`config.mk`:
```
export PLATFORM = sky130hd
export DESIGN_NAME = paddle_engine
export DESIGN_NICKNAME = d
export VERILOG_FILES = /design/src/rtl/game_pkg.sv /design/src/rtl/frame_timer.sv /design/src/rtl/paddle_engine.sv
export SDC_FILE = /design/constraint.sdc
export NUM_CORES = 1
export LEC_CHECK = 0
export BUFFER_PORTS_ARGS = -buffer_cell sky130_fd_sc_hd__buf_2
export CORE_ASPECT_RATIO = 2
export CORE_MARGIN = 3
export CORE_UTILIZATION = 60
export DETAILED_ROUTE_END_ITERATION = 8
export PLACE_DENSITY_LB_ADDON = 0.15
export SETUP_SLACK_MARGIN = 0.1
export SLEW_MARGIN = 20
export SYNTH_ARGS = -nofsm -noshare
export SYNTH_HDL_FRONTEND = slang
export SYNTH_SLANG_ARGS = --single-unit
```
`constraint.sdc`:
```
create_clock -name clk -period 6.7 [get_ports clk]
set_input_delay 1.34 -clock clk [delete_from_list [all_inputs] [get_ports clk]]
set_output_delay 1.34 -clock clk [all_outputs]
set_load 0.005 [all_outputs]
```
`src/rtl/game_pkg.sv`:
```
`default_nettype none
// ============================================================================
//  Module      : game_pkg
//  Description : Shared screen geometry, colours, engine state encoding and
//                the paddle move rule.
//  Revision    : 1.0
// ============================================================================
package game_pkg;

   localparam int SCREEN_W = 160;
   localparam int SCREEN_H = 120;
   localparam logic [2:0] COL_BG = 3'b000;
   localparam logic [2:0] COL_FG = 3'b111;

   typedef enum logic [2:0] {
      ST_WAIT  = 3'd0,
      ST_ERASE = 3'd1,
      ST_MOVE  = 3'd2,
      ST_DRAW  = 3'd3,
      ST_DONE  = 3'd4
   } state_t;

   // Nine-bit arithmetic keeps pos+step from wrapping before the clamp.
   function automatic logic [7:0] next_pos(input logic [7:0] pos,
                                           input logic       l,
                                           input logic       r,
                                           input int         step,
                                           input int         lo,
                                           input int         hi);
      logic [8:0] p9;
      logic [8:0] s9;
      p9       = {1'b0, pos};
      s9       = p9 + 9'(step);
      next_pos = pos;
      if (r && !l) begin
         next_pos = (s9 > 9'(hi)) ? 8'(hi) : s9[7:0];
      end else if (l && !r) begin
         next_pos = (p9 < 9'(lo + step)) ? 8'(lo) : 8'(p9 - 9'(step));
      end
   endfunction

endpackage
`default_nettype wire

```
`src/rtl/frame_timer.sv`:
```
`default_nettype none
// ============================================================================
//  Module      : frame_timer
//  Description : Free-running divider, one-cycle tick every FRAME_TICKS clks.
//  Revision    : 1.0
// ============================================================================
module frame_timer #(
   parameter int FRAME_TICKS = 833334
) (
   input  logic clk,
   input  logic reset,
   output logic tick
);

   localparam int CW = (FRAME_TICKS > 1) ? $clog2(FRAME_TICKS) : 1;
   localparam logic [CW-1:0] C_LAST = CW'(FRAME_TICKS - 1);

   logic [CW-1:0] r_count;

   always_ff @(posedge clk) begin
      if (reset) begin
         r_count <= '0;
      end else if (r_count == C_LAST) begin
         r_count <= '0;
      end else begin
         r_count <= r_count + CW'(1);
      end
   end

   assign tick = (r_count == C_LAST);

endmodule
`default_nettype wire

```
`src/rtl/paddle_engine.sv`:
```
`default_nettype none
// ============================================================================
//  Module      : paddle_engine
//  Description : Per-frame erase / move / redraw of horizontal paddles
//                streamed as single pixels to a 160x120 VGA adapter.
//  Revision    : 1.0
// ============================================================================
module paddle_engine
   import game_pkg::*;
#(
   parameter int NUM_PADDLES = 2,
   parameter int PAD_W       = 16,
   parameter int STEP        = 1,
   parameter int FRAME_TICKS = 833334,
   parameter int X_MIN       = 2,
   parameter int X_MAX       = 157,
   parameter logic [7*NUM_PADDLES-1:0] Y_ROWS = {7'd8, 7'd110}
) (
   input  logic                     clk,
   input  logic                     reset,
   input  logic                     enable,
   input  logic [NUM_PADDLES-1:0]   left,
   input  logic [NUM_PADDLES-1:0]   right,
   output logic [7:0]               x_out,
   output logic [6:0]               y_out,
   output logic [2:0]               colour,
   output logic                     plot,
   output logic                     frame_done,
   output logic                     busy,
   output logic [8*NUM_PADDLES-1:0] pos_x
);

   localparam int IW = $clog2(NUM_PADDLES + 1);
   localparam int KW = $clog2(PAD_W);
   localparam logic [7:0]    C_CENTRE = 8'((X_MIN + X_MAX - PAD_W) / 2);
   localparam logic [KW-1:0] C_K_LAST = KW'(PAD_W - 1);

   state_t                   r_state;
   state_t                   w_next;
   logic                     w_tick;
   logic [8*NUM_PADDLES-1:0] r_pos;
   logic [8*NUM_PADDLES-1:0] r_target;
   logic [8*NUM_PADDLES-1:0] w_target;
   logic [NUM_PADDLES-1:0]   r_dirty;
   logic [NUM_PADDLES-1:0]   w_dirty;
   logic                     r_force;
   logic [IW-1:0]            r_pidx;
   logic [IW-1:0]            w_cur;
   logic                     w_found;
   logic [KW-1:0]            r_k;
   logic [7:0]               w_px;
   logic [6:0]               w_py;
   logic                     r_plot;
   logic [7:0]               r_x;
   logic [6:0]               r_y;
   logic [2:0]               r_col;

   frame_timer #(
      .FRAME_TICKS (FRAME_TICKS)
   ) u_timer (
      .clk   (clk),
      .reset (reset),
      .tick  (w_tick)
   );

   // Movement is resolved as the frame starts so ERASE knows which paddles
   // are about to change; the stored target is committed in MOVE.
   generate
      for (genvar i = 0; i < NUM_PADDLES; i++) begin : g_pad
         assign w_target[8*i +: 8] = next_pos(r_pos[8*i +: 8], left[i], right[i],
                                              STEP, X_MIN, X_MAX - PAD_W);
         assign w_dirty[i] = r_force || (w_target[8*i +: 8] != r_pos[8*i +: 8]);
      end
   endgenerate

   // Lowest dirty paddle at or above the cursor; clean paddles cost no cycles.
   always_comb begin
      w_found = 1'b0;
      w_cur   = '0;
      w_px    = '0;
      w_py    = '0;
      for (int i = NUM_PADDLES - 1; i >= 0; i--) begin
         if ((IW'(i) >= r_pidx) && r_dirty[i]) begin
            w_found = 1'b1;
            w_cur   = IW'(i);
            w_px    = r_pos[8*i +: 8];
            w_py    = Y_ROWS[7*i +: 7];
         end
      end
   end

   always_comb begin
      w_next = r_state;
      case (r_state)
         ST_WAIT:  if (w_tick && enable) w_next = ST_ERASE;
         ST_ERASE: if (!w_found)         w_next = ST_MOVE;
         ST_MOVE:                        w_next = ST_DRAW;
         ST_DRAW:  if (!w_found)         w_next = ST_DONE;
         ST_DONE:                        w_next = ST_WAIT;
         default:                        w_next = ST_WAIT;
      endcase
   end

   always_ff @(posedge clk) begin
      if (reset) begin
         r_state  <= ST_WAIT;
         r_pos    <= {NUM_PADDLES{C_CENTRE}};
         r_target <= {NUM_PADDLES{C_CENTRE}};
         r_dirty  <= '1;
         r_force  <= 1'b1;
         r_pidx   <= '0;
         r_k      <= '0;
         r_plot   <= 1'b0;
         r_x      <= '0;
         r_y      <= '0;
         r_col    <= COL_BG;
      end else begin
         r_state <= w_next;
         r_plot  <= 1'b0;
         r_x     <= '0;
         r_y     <= '0;
         r_col   <= COL_BG;
         case (r_state)
            ST_WAIT: begin
               if (w_tick && enable) begin
                  r_target <= w_target;
                  r_dirty  <= w_dirty;
                  r_pidx   <= '0;
                  r_k      <= '0;
               end
            end
            ST_ERASE, ST_DRAW: begin
               if (w_found) begin
                  r_plot <= 1'b1;
                  r_x    <= w_px + 8'(r_k);
                  r_y    <= w_py;
                  r_col  <= (r_state == ST_DRAW) ? COL_FG : COL_BG;
                  if (r_k == C_K_LAST) begin
                     r_k    <= '0;
                     r_pidx <= w_cur + IW'(1);
                  end else begin
                     r_k <= r_k + KW'(1);
                  end
               end else begin
                  r_k    <= '0;
                  r_pidx <= '0;
               end
            end
            ST_MOVE: r_pos   <= r_target;
            ST_DONE: r_force <= 1'b0;
            default: ;
         endcase
      end
   end

   assign plot       = r_plot;
   assign x_out      = r_x;
   assign y_out      = r_y;
   assign colour     = r_col;
   assign pos_x      = r_pos;
   assign frame_done = (r_state == ST_DONE);
   assign busy       = (r_state == ST_ERASE) || (r_state == ST_MOVE) || (r_state == ST_DRAW);

endmodule
`default_nettype wire
```
# Word level (Yosys, flattened, before mapping)
# Index checks and enable logic that the tools add are counted.
totals:
  regBits: 83
  latch_bits: 0
  ramBits: 0
  romBits: 0
  in_bits: 7
  elab_cells: 97
  mem_count: 0
classes:
  add_sub_neg: 8
  multipliers: 0
  n_div: 0
  magnitude_cmp: 6
  n_eq_ne: 12
  shifts: 0
  n_mux: 30
  bitwise_logic: 2
  n_reduce_logical: 26
ops:
  columns: ["op", "n"]
  rows:
  - ["$mux W8", 10]
  - ["$add A20 B1 Y20 const B", 1]
  - ["$eq A20 B20 Y1 const B", 1]
  - ["$add A8 B1 Y9 const B", 2]
  - ["$gt A9 B8 Y1 const B", 2]
  - ["$lt A8 B2 Y1 const B", 2]
  - ["$mux W4", 4]
  - ["$ne A8 B8 Y1", 2]
  - ["$sub A8 B1 Y8 const B", 2]
  - ["$mux W3", 4]
  - ["$pmux W3 S4", 1]
  - ["$add A8 B4 Y8", 1]
  - ["$mux W2", 4]
  - ["$pmux W4 S2", 1]
  - ["$logic_and A1 B1 Y1", 7]
  - ["$mux W7", 1]
  - ["$eq A3 B2 Y1 const B", 2]
  - ["$ne A2 B2 Y1 const B", 3]
  - ["$reduce_and A3 Y1", 2]
  - ["$reduce_or A2 Y1", 3]
  - ["$add A4 B1 Y4 const B", 1]
  - ["$eq A4 B4 Y1 const B", 1]
  - ["$ge A1 B2 Y1 const A", 2]
  - ["$logic_not A1 Y1", 4]
  - ["other kinds (13)", 21]

# Longest topological paths before layout
# Gate-level depths: netlist of the first run.
logic_depth:
  word_depth: 8
  mapped_depth: 12

# Cells and area by module
# Synthesis of the first run repeated with hierarchy kept, for this count alone.
hier_totals:
  hier_cells: 619
  area_unflattened_um2: 4764.6
modules_own_cells:
  columns: ["module", "n_inst", "cells_each", "area_per_inst_um2"]
  rows:
  - ["paddle_engine", 1, 507, 3791.1]
  - ["frame_timer", 1, 112, 973.4]

# Worst setup path after synthesis of the first run
# Ideal clock, no wire load.
synth_timing:
  path_kind: "in2reg"
  start: "in right[0]"
  end: "reg r_dirty[0]"
  arrival_ps: 2913
  required_ps: 6576
  path_slack_ps: 3663
  path_stages: 7
  n_path_buf: 0
  cell_sequence: "nor4b_1 o2111a_1 a2111oi_0 a2111oi_0 o2111ai_1 nor4_1 a21oi_1"
synth_via:
  elab_chain_len: 6
  elab_cells_between_ends: 7
  cone_classes: "1 x eq/ne; 2 x mux; 4 x reduce/logical"
synth_rtl:
  columns: ["item", "line_no", "source"]
  rows:
  - ["start: declaration", "paddle_engine.sv:23", "input logic [NUM_PADDLES-1:0] right,"]
  - ["$logic_not A1 Y1", "game_pkg.sv:37", "end else if (l && !r) begin"]
  - ["$logic_and A1 B1 Y1", "game_pkg.sv:37", null]
  - ["$mux W8", "game_pkg.sv:37", null]
  - ["$mux W8 (*)", "game_pkg.sv:35", "if (r && !l) begin"]
  - ["$ne A8 B8 Y1 (*)", "paddle_engine.sv:72", "assign w_dirty[i] = r_force || (w_target[8*i +: 8] != r_pos[8*i +: 8]);"]
  - ["$logic_or A1 B1 Y1 (*)", "paddle_engine.sv:72", null]
  - ["end signal: assignment", "paddle_engine.sv:127", "r_dirty <= w_dirty;"]
  - ["end: declaration", "paddle_engine.sv:44", "logic [NUM_PADDLES-1:0] r_dirty;"]
# Mark *: on every way between the ends. The rest lies on a longest branch, timed or not.
# A chain may end at the register's enable or synchronous reset.

# Final worst setup path of the first run
# Same ends and word-level chain as after synthesis.

==> flow_metrics.py, run 1 <==
metrics = {
    "outcome": {
        "status": "complete, no violations",
    },
    "floorplanning": {
        "placementRows": 45,
        "die_w_um": 68.9,
        "die_h_um": 132,
        "die-area_um2": 9080,
        "start_util_pct": 62.0,
        "io_pins": 44,
        "core_um2": 7660,
    },
    "clock_tree": {
        "cts_resized": 0,
        "cts_root_buf": "clkbuf_16",
        "clk_path_buf_depth": 2,
        "cts.reportedPaths.clkPinSlew_ns": 0.06,
        "cts_tree": "built",
        "clkSinkCount": 76,
        "cts_buffers": 9,
        "cts_max_level": 3,
        "cts_setup_buffers": 0,
        "cts_hold_buf": 0,
        "clk_latency_ns": 0.34,
    },
    "worst_setup_path": {
        "ff2ff_path_depth": 9,
        "crit_fanout": 6,
        "crit_arrival_ns": 3.44,
        "cp_num_cells": 8,
        "cpMostUsedCell": "a2111oi_0",
        "path_cells": "buf_2 -> nor4b_1 -> o2111a_1 -> a2111oi_0 -> a2111oi_0 -> o2111ai_1 -> nor4_1 -> a21oi_1",
        "cpMaxStageDelayCell": "nor4b_1",
        "cp_slowest_stage_delay_ns": 0.78,
        "cp_top_family": "compound AO/OA/AOI/OAI gates",
        "start_kind": "primary input",
        "endpoint_kind": "flip-flop",
        "cp.required_ns": 6.92,
        "path_class": "primary input to flip-flop",
        "cp_num_buf_inv": 1,
        "ff2ff_setup_slack_ns": 3.71,
    },
    "grt": {
        "grt_pass1_wl_um": 20700,
        "grt_max_degree": 51,
        "overflow": 0,
        "grt_pass1_vias": 4283,
        "antenna_found_initial": 0,
        "grt_usage_pct": 29.8,
    },
    "sta": {
        "worstMarginPinSlew_ns": 1.05,
        "skew_ns": 0.00832,
        "finalHoldViolCount": 0,
        "rsz0062_at_grt": "false",
        "fmax_ghz": 0.310,
        "setup_tns_ns": 0,
        "min_period_over_period_pct": 48.1,
        "drv_slew": 0,
        "final.min_clock_period_ns": 3.22,
        "slew_headroom_pct": 30.0,
        "setup_viol": 0,
    },
    "yosys": {
        "syn_avg_cell_area_um2": 7.70,
        "dominantRegCellSynth": "dfxtp_1",
        "async_flop_share_pct": 0,
        "synth_top_area_cell": "dfxtp_1",
        "synth.area.top_cells": "dfxtp_1 (32%), nor2_1 (6.1%), nand2_1 (4.2%)",
        "yosysWarnings": 0,
        "synth_common_cells": "nor2_1 (77), dfxtp_1 (76), nand2_1 (53), a21oi_1 (38), clkbuf_1 (36)",
        "synth-edff-count": 0,
        "netlist_area_um2": 4750,
        "ys_ff_latch": 76,
        "yosysMostFrequentCell": "nor2_1",
        "syn_inst": 617,
        "yosysTopAreaCellShare_pct": 32.0,
        "yosysSeqAreaShare_pct": 32.0,
        "ys_types": 73,
    },
    "routing": {
        "num_vias": 4602,
        "drt-wirelength-per-cell_um": 18.1,
        "antenna_left": 0,
        "routed_wl_um": 13100,
        "routed_via_density": 6.36,
        "dr.first_iter.drc_count": 296,
        "drt_pre_antenna_iters": 5,
        "drcViolationCount": 0,
    },
    "power": {
        "ir_drop_v": 0.000202,
        "leakagePower_nw": 2.07,
        "total_power_w": 0.000964,
        "powerDensity_nw_per_um2": 187,
    },
    "cells_and_area": {
        "final_cell_area_um2": 5150,
        "nFillCells": 677,
        "nets": 646,
        "drive_gt1_share_pct": 12.4,
        "fin_util_pct": 67.3,
        "ff_latch_area_um2": 1520,
        "instances_no_fill": 724,
        "multi_input_area_um2": 2930,
        "area_growth_pct": 8.46,
        "diodes": 0,
    },
    "place": {
        "numPortBuffers": 41,
        "placed_cell_area_um2": 4860,
        "gp_congestion": 0.913,
        "placed_cells": 708,
        "dp_hpwl_um": 9370,
    },
    "hold_path": {
        "holdPathStages": 1,
        "hp-class": "flip-flop to flip-flop",
    },
    "job": {
        "drv_cap": 0,
    },
}
==> cells by family (layout without fill, tap and decap cells) <==
| logic type | after synthesis | count (layout) | share of synthesized area [%] |
|---|---|---|---|
| DFF | 76 | 76 | 32.0 |
| buffers and inverters | 66 | 78 | 6.43 |
| muxes | 4 | 4 | 0.869 |
| adders and majority gates | 14 | 14 | 3.85 |
| AOI/OAI and AO/OA | 154 | 154 | 22.0 |
| and+or+nand+nor | 271 | 271 | 29.0 |
| xor gates and xnor gates | 31 | 31 | 5.72 |
| other | 1 | 2 | 0.0790 |
==> layout make-up <==
cell class,instances,share of cell area [%]
clock inverters,7,1.26
repair buffers,44,4.42
well taps,94,2.28
flip-flops and latches,76,29.5
inverters,18,1.31
multi-input cells,476,56.8
clock buffers,9,4.37
==> cell usage in the layout, fill, tap and decap left out, types with 6 or more instances in the layout <==
| cell | count |
|---|---|
| a211o_1 | 11 |
| nand4_1 | 10 |
| dfxtp_1 | 76 |
| buf_2 | 41 |
| clkbuf_16 | 9 |
| a22oi_1 | 8 |
| o31ai_1 | 9 |
| inv_1 | 17 |
| o21ai_0 | 26 |
| nor2b_1 | 10 |
| nand2b_1 | 9 |
| and2_1 | 8 |
| a21o_1 | 7 |
| xnor2_1 | 19 |
| ha_1 | 13 |
| and4_1 | 6 |
| nand3b_1 | 6 |
| xor2_1 | 12 |
| a21oi_1 | 38 |
| nor2_1 | 77 |
| a31oi_1 | 9 |
| nor3_1 | 26 |
| and3_1 | 12 |
| nand2_1 | 53 |
| or3_1 | 7 |
| nand3_1 | 19 |
==> through the flow <==
stage | hold slack [ns] | setup WS [ns]
after floorplan | 0.420 | 3.66
after global placement | 0.432 | 3.26
after detailed placement | 0.442 | 3.13
after CTS | 0.456 | 3.48
after global routing | 0.475 | 3.25
final | 0.451 | 3.48
==> layer usage <==
metal  routed length, um  GRT usage, %  vias up
met5                   0             0        -
met4                 552          16.2        0
met3                 584          3.92       41
met2                7200          52.9      167
met1                4790          32.1     2160
li1                    -             -     2234
==> worst reg2reg max path: stages, from the launching register on <==
cell and delay, ns:
dfxtp_1 0.64, inv_1 0.27, ha_1 0.43, nor2b_1 0.14, o31ai_1 0.08, a22oi_1 0.37, o21ai_0 0.32, o21a_1 0.29
a22oi_1 0.24, a21oi_1 0.10
==> final timing paths <==
path,end,startpoint
worst max-delay path,r_dirty[0]$_SDFFE_PP1P_,right[0]
worst min-delay path,r_force$_SDFFE_PP1P_,r_force$_SDFFE_PP1P_
worst max register to register,r_dirty[0]$_SDFFE_PP1P_,pos_x[0]$_SDFFE_PP1N_
worst min register to register,r_force$_SDFFE_PP1P_,r_force$_SDFFE_PP1P_
==> where the power goes <==
group	internal (W)	leakage [nW]	switching [W]
sequential	0.000453	0.613	0.00000250
clock	0.000260	0.141	0.000208
combinational	0.0000131	1.31	0.0000270
total	0.000727	2.07	0.000238
==> state kept, by name (all words and copies together) (netlist names) <==
| signal | flops |
|---|---|
| r_force | 1 |
| plot | 1 |
| y_out | 2 |
| r_dirty | 2 |
| r_target | 16 |
| colour | 1 |
| pos_x | 16 |
| r_state | 3 |
| x_out | 8 |
| r_pidx | 2 |
| u_timer.r_count | 20 |
| r_k | 4 |
Power figures use the tool's default switching activity.
==> inputs of run 2 (changes only) <==
CORE_UTILIZATION = 54   (was 60)
clock period = 2.8 ns   (was 6.7 ns; I/O delays follow)
==> run 2 against run 1 <==
Effect of this change:
- clock skew shrank 0.0015 ns
- cell count increased by 4.8%
- first-iteration DRC count increased by 9.8%
- largest power group unchanged
==> flow_metrics.py, run 2 (synthesized netlist as in run 1, its figures left out) <==
metrics = {
    "power": {
        "p_int_w": 0.00187,
        "seq_power_share_pct": 45.5,
        "leakagePower_nw": 2.23,
        "ir_drop_v": 0.000444,
        "powerDensity_nw_per_um2": 441,
        "clock_power_share_pct": 50.2,
        "power_frac_comb_pct": 4.3,
        "netSwitchingFraction_pct": 22.2,
        "total_power_w": 0.00240,
        "power_switching_w": 0.000531,
    },
    "place": {
        "dp_hpwl_um": 10800,
        "gp_congestion": 1.04,
        "numPortBuffers": 41,
        "placed_cells": 743,
        "dp_slack_ns": 0.164,
    },
    "worst_setup_path": {
        "cp_slowest_stage_delay_ns": 0.42,
        "ff2ff_path_depth": 11,
        "crit_fanout": 7,
        "cpMaxStageDelayCell": "fa_1",
        "start_kind": "flip-flop",
        "endpoint_kind": "flip-flop",
        "cp.required_ns": 3.07,
        "crit_arrival_ns": 2.93,
        "path_cells": "or3b_1 -> and2_1 -> inv_1 -> o22ai_1 -> ha_1 -> fa_1 -> a21o_1 -> a21oi_2 -> nor2_1 -> xor2_1 -> nor2_1",
        "path_class": "flip-flop to flip-flop",
        "cpMostUsedCell": "nor2_1",
    },
    "clock_tree": {
        "cts_resized": 0,
        "cts_tree": "built",
        "cts_root_buf": "clkbuf_16",
        "cts_setup_buffers": 0,
        "clk_latency_ns": 0.34,
        "cts_hold_buf": 0,
        "cts_max_level": 3,
        "clkSinkCount": 76,
        "cts_buffers": 9,
        "cts.reportedPaths.clkPinSlew_ns": 0.06,
        "clk_path_buf_depth": 2,
    },
    "routing": {
        "dr.first_iter.drc_count": 325,
        "antenna_left": 0,
        "routed_via_density": 6.24,
        "drcViolationCount": 0,
        "routed_wl_um": 14300,
        "drt_pre_antenna_iters": 5,
        "num_vias": 4734,
        "drt-wirelength-per-cell_um": 18.8,
    },
    "sta": {
        "skew_ns": 0.00680,
        "slew_headroom_pct": 49.3,
        "holdWs_ns": 0.453,
        "min_period_over_period_pct": 94.8,
        "setup_viol": 0,
        "setup_tns_ns": 0,
        "finalHoldViolCount": 0,
        "drv_slew": 0,
        "fmax_ghz": 0.377,
        "worstMarginPinSlew_ns": 0.759,
        "rsz0062_at_grt": "true",
        "finalWorstSetupSlack_ns": 0.146,
        "final.min_clock_period_ns": 2.65,
    },
    "hold_path": {
        "hp-class": "flip-flop to flip-flop",
        "holdPathStages": 2,
    },
    "outcome": {
        "status": "complete, no violations",
    },
    "grt": {
        "overflow": 0,
        "grt_max_degree": 50,
        "grt_pass1_vias": 4723,
        "grt_pass1_wl_um": 23100,
        "antenna_found_initial": 0,
        "grt_usage_pct": 29.4,
    },
    "floorplanning": {
        "die_h_um": 139,
        "die-area_um2": 10000,
        "io_pins": 44,
        "placementRows": 47,
        "start_util_pct": 56.5,
        "core_um2": 8410,
        "die_w_um": 72.3,
    },
    "cells_and_area": {
        "nets": 677,
        "regMostFlops": "u_timer.r_count",
        "final_cell_mix": "nor2_1 (77), dfxtp_1 (76), nand2_1 (53)",
        "largest_register_ffs": 20,
        "area_growth_pct": 14.5,
        "drive_gt1_share_pct": 17.1,
        "final_common_cell": "nor2_1",
        "instances_no_fill": 759,
        "diodes": 0,
    },
    "job": {
        "drv_cap": 0,
    },
}
==> run 2: cell types whose count changed in the layout (fill, tap and decap cells not counted), sizes merged <==
cell,previous run,this run
buf,44,75
clkbuf,9,12
inv,23,20
bufinv,0,1
clkinv,1,0
==> run 2: per-layer routing <==
layer	track usage (%)	share of wire, %
met1	28.7	34
met2	53.4	55
met3	4.86	4.2
met4	20.6	6.0
met5	0	0
==> run 2: worst paths after layout <==
path / from / to / slack, ns
min: r_target[15]$_SDFFE_PP0P_ / pos_x[15]$_SDFFE_PP0N_ / 0.45
max reg2reg: r_dirty[0]$_SDFFE_PP1P_ / x_out[6]$_SDFF_PP0_ / 0.15
min reg2reg: r_target[15]$_SDFFE_PP0P_ / pos_x[15]$_SDFFE_PP0N_ / 0.45
max: r_dirty[0]$_SDFFE_PP1P_ / x_out[6]$_SDFF_PP0_ / 0.15
==> run 2: critical path, delay by kind of cell, from the launching register on <==
family | cells | cell delay (ns)
buffers and inverters | 1 | 0.16
xor gates and xnor gates | 1 | 0.14
and+or+nand+nor | 4 | 0.76
DFF | 1 | 0.36
AOI/OAI and AO/OA | 3 | 0.51
adders and majority gates | 2 | 0.66
==> run 2: cell type report <==
type | instances | area [um^2]
repair buffers | 75 | 460
fillers | 789 | 2970
clock buffers | 12 | 256
flip-flops and latches | 76 | 1520
clock inverters | 4 | 55.1
well taps | 98 | 123
inverters | 18 | 67.6
multi-input cells | 476 | 2950
==> run 2: metrics by stage <==
stage,area (um^2),utilization (%)
final,5440,64.6
after global routing,5440,64.6
after CTS,5410,64.3
after detailed placement,5100,60.6
after global placement,5100,60.6
after floorplan,4750,-
==> run 2: power by group through the flow <==
stage                     Combinational (W)  Clock, W  Sequential, W
final                              0.000103   0.00120        0.00109
after global routing               0.000113   0.00127        0.00109
after CTS                          0.000101   0.00122        0.00109
after detailed placement           0.000100         0        0.00111
after global placement            0.0000996         0        0.00111
after floorplan                   0.0000678         0        0.00111
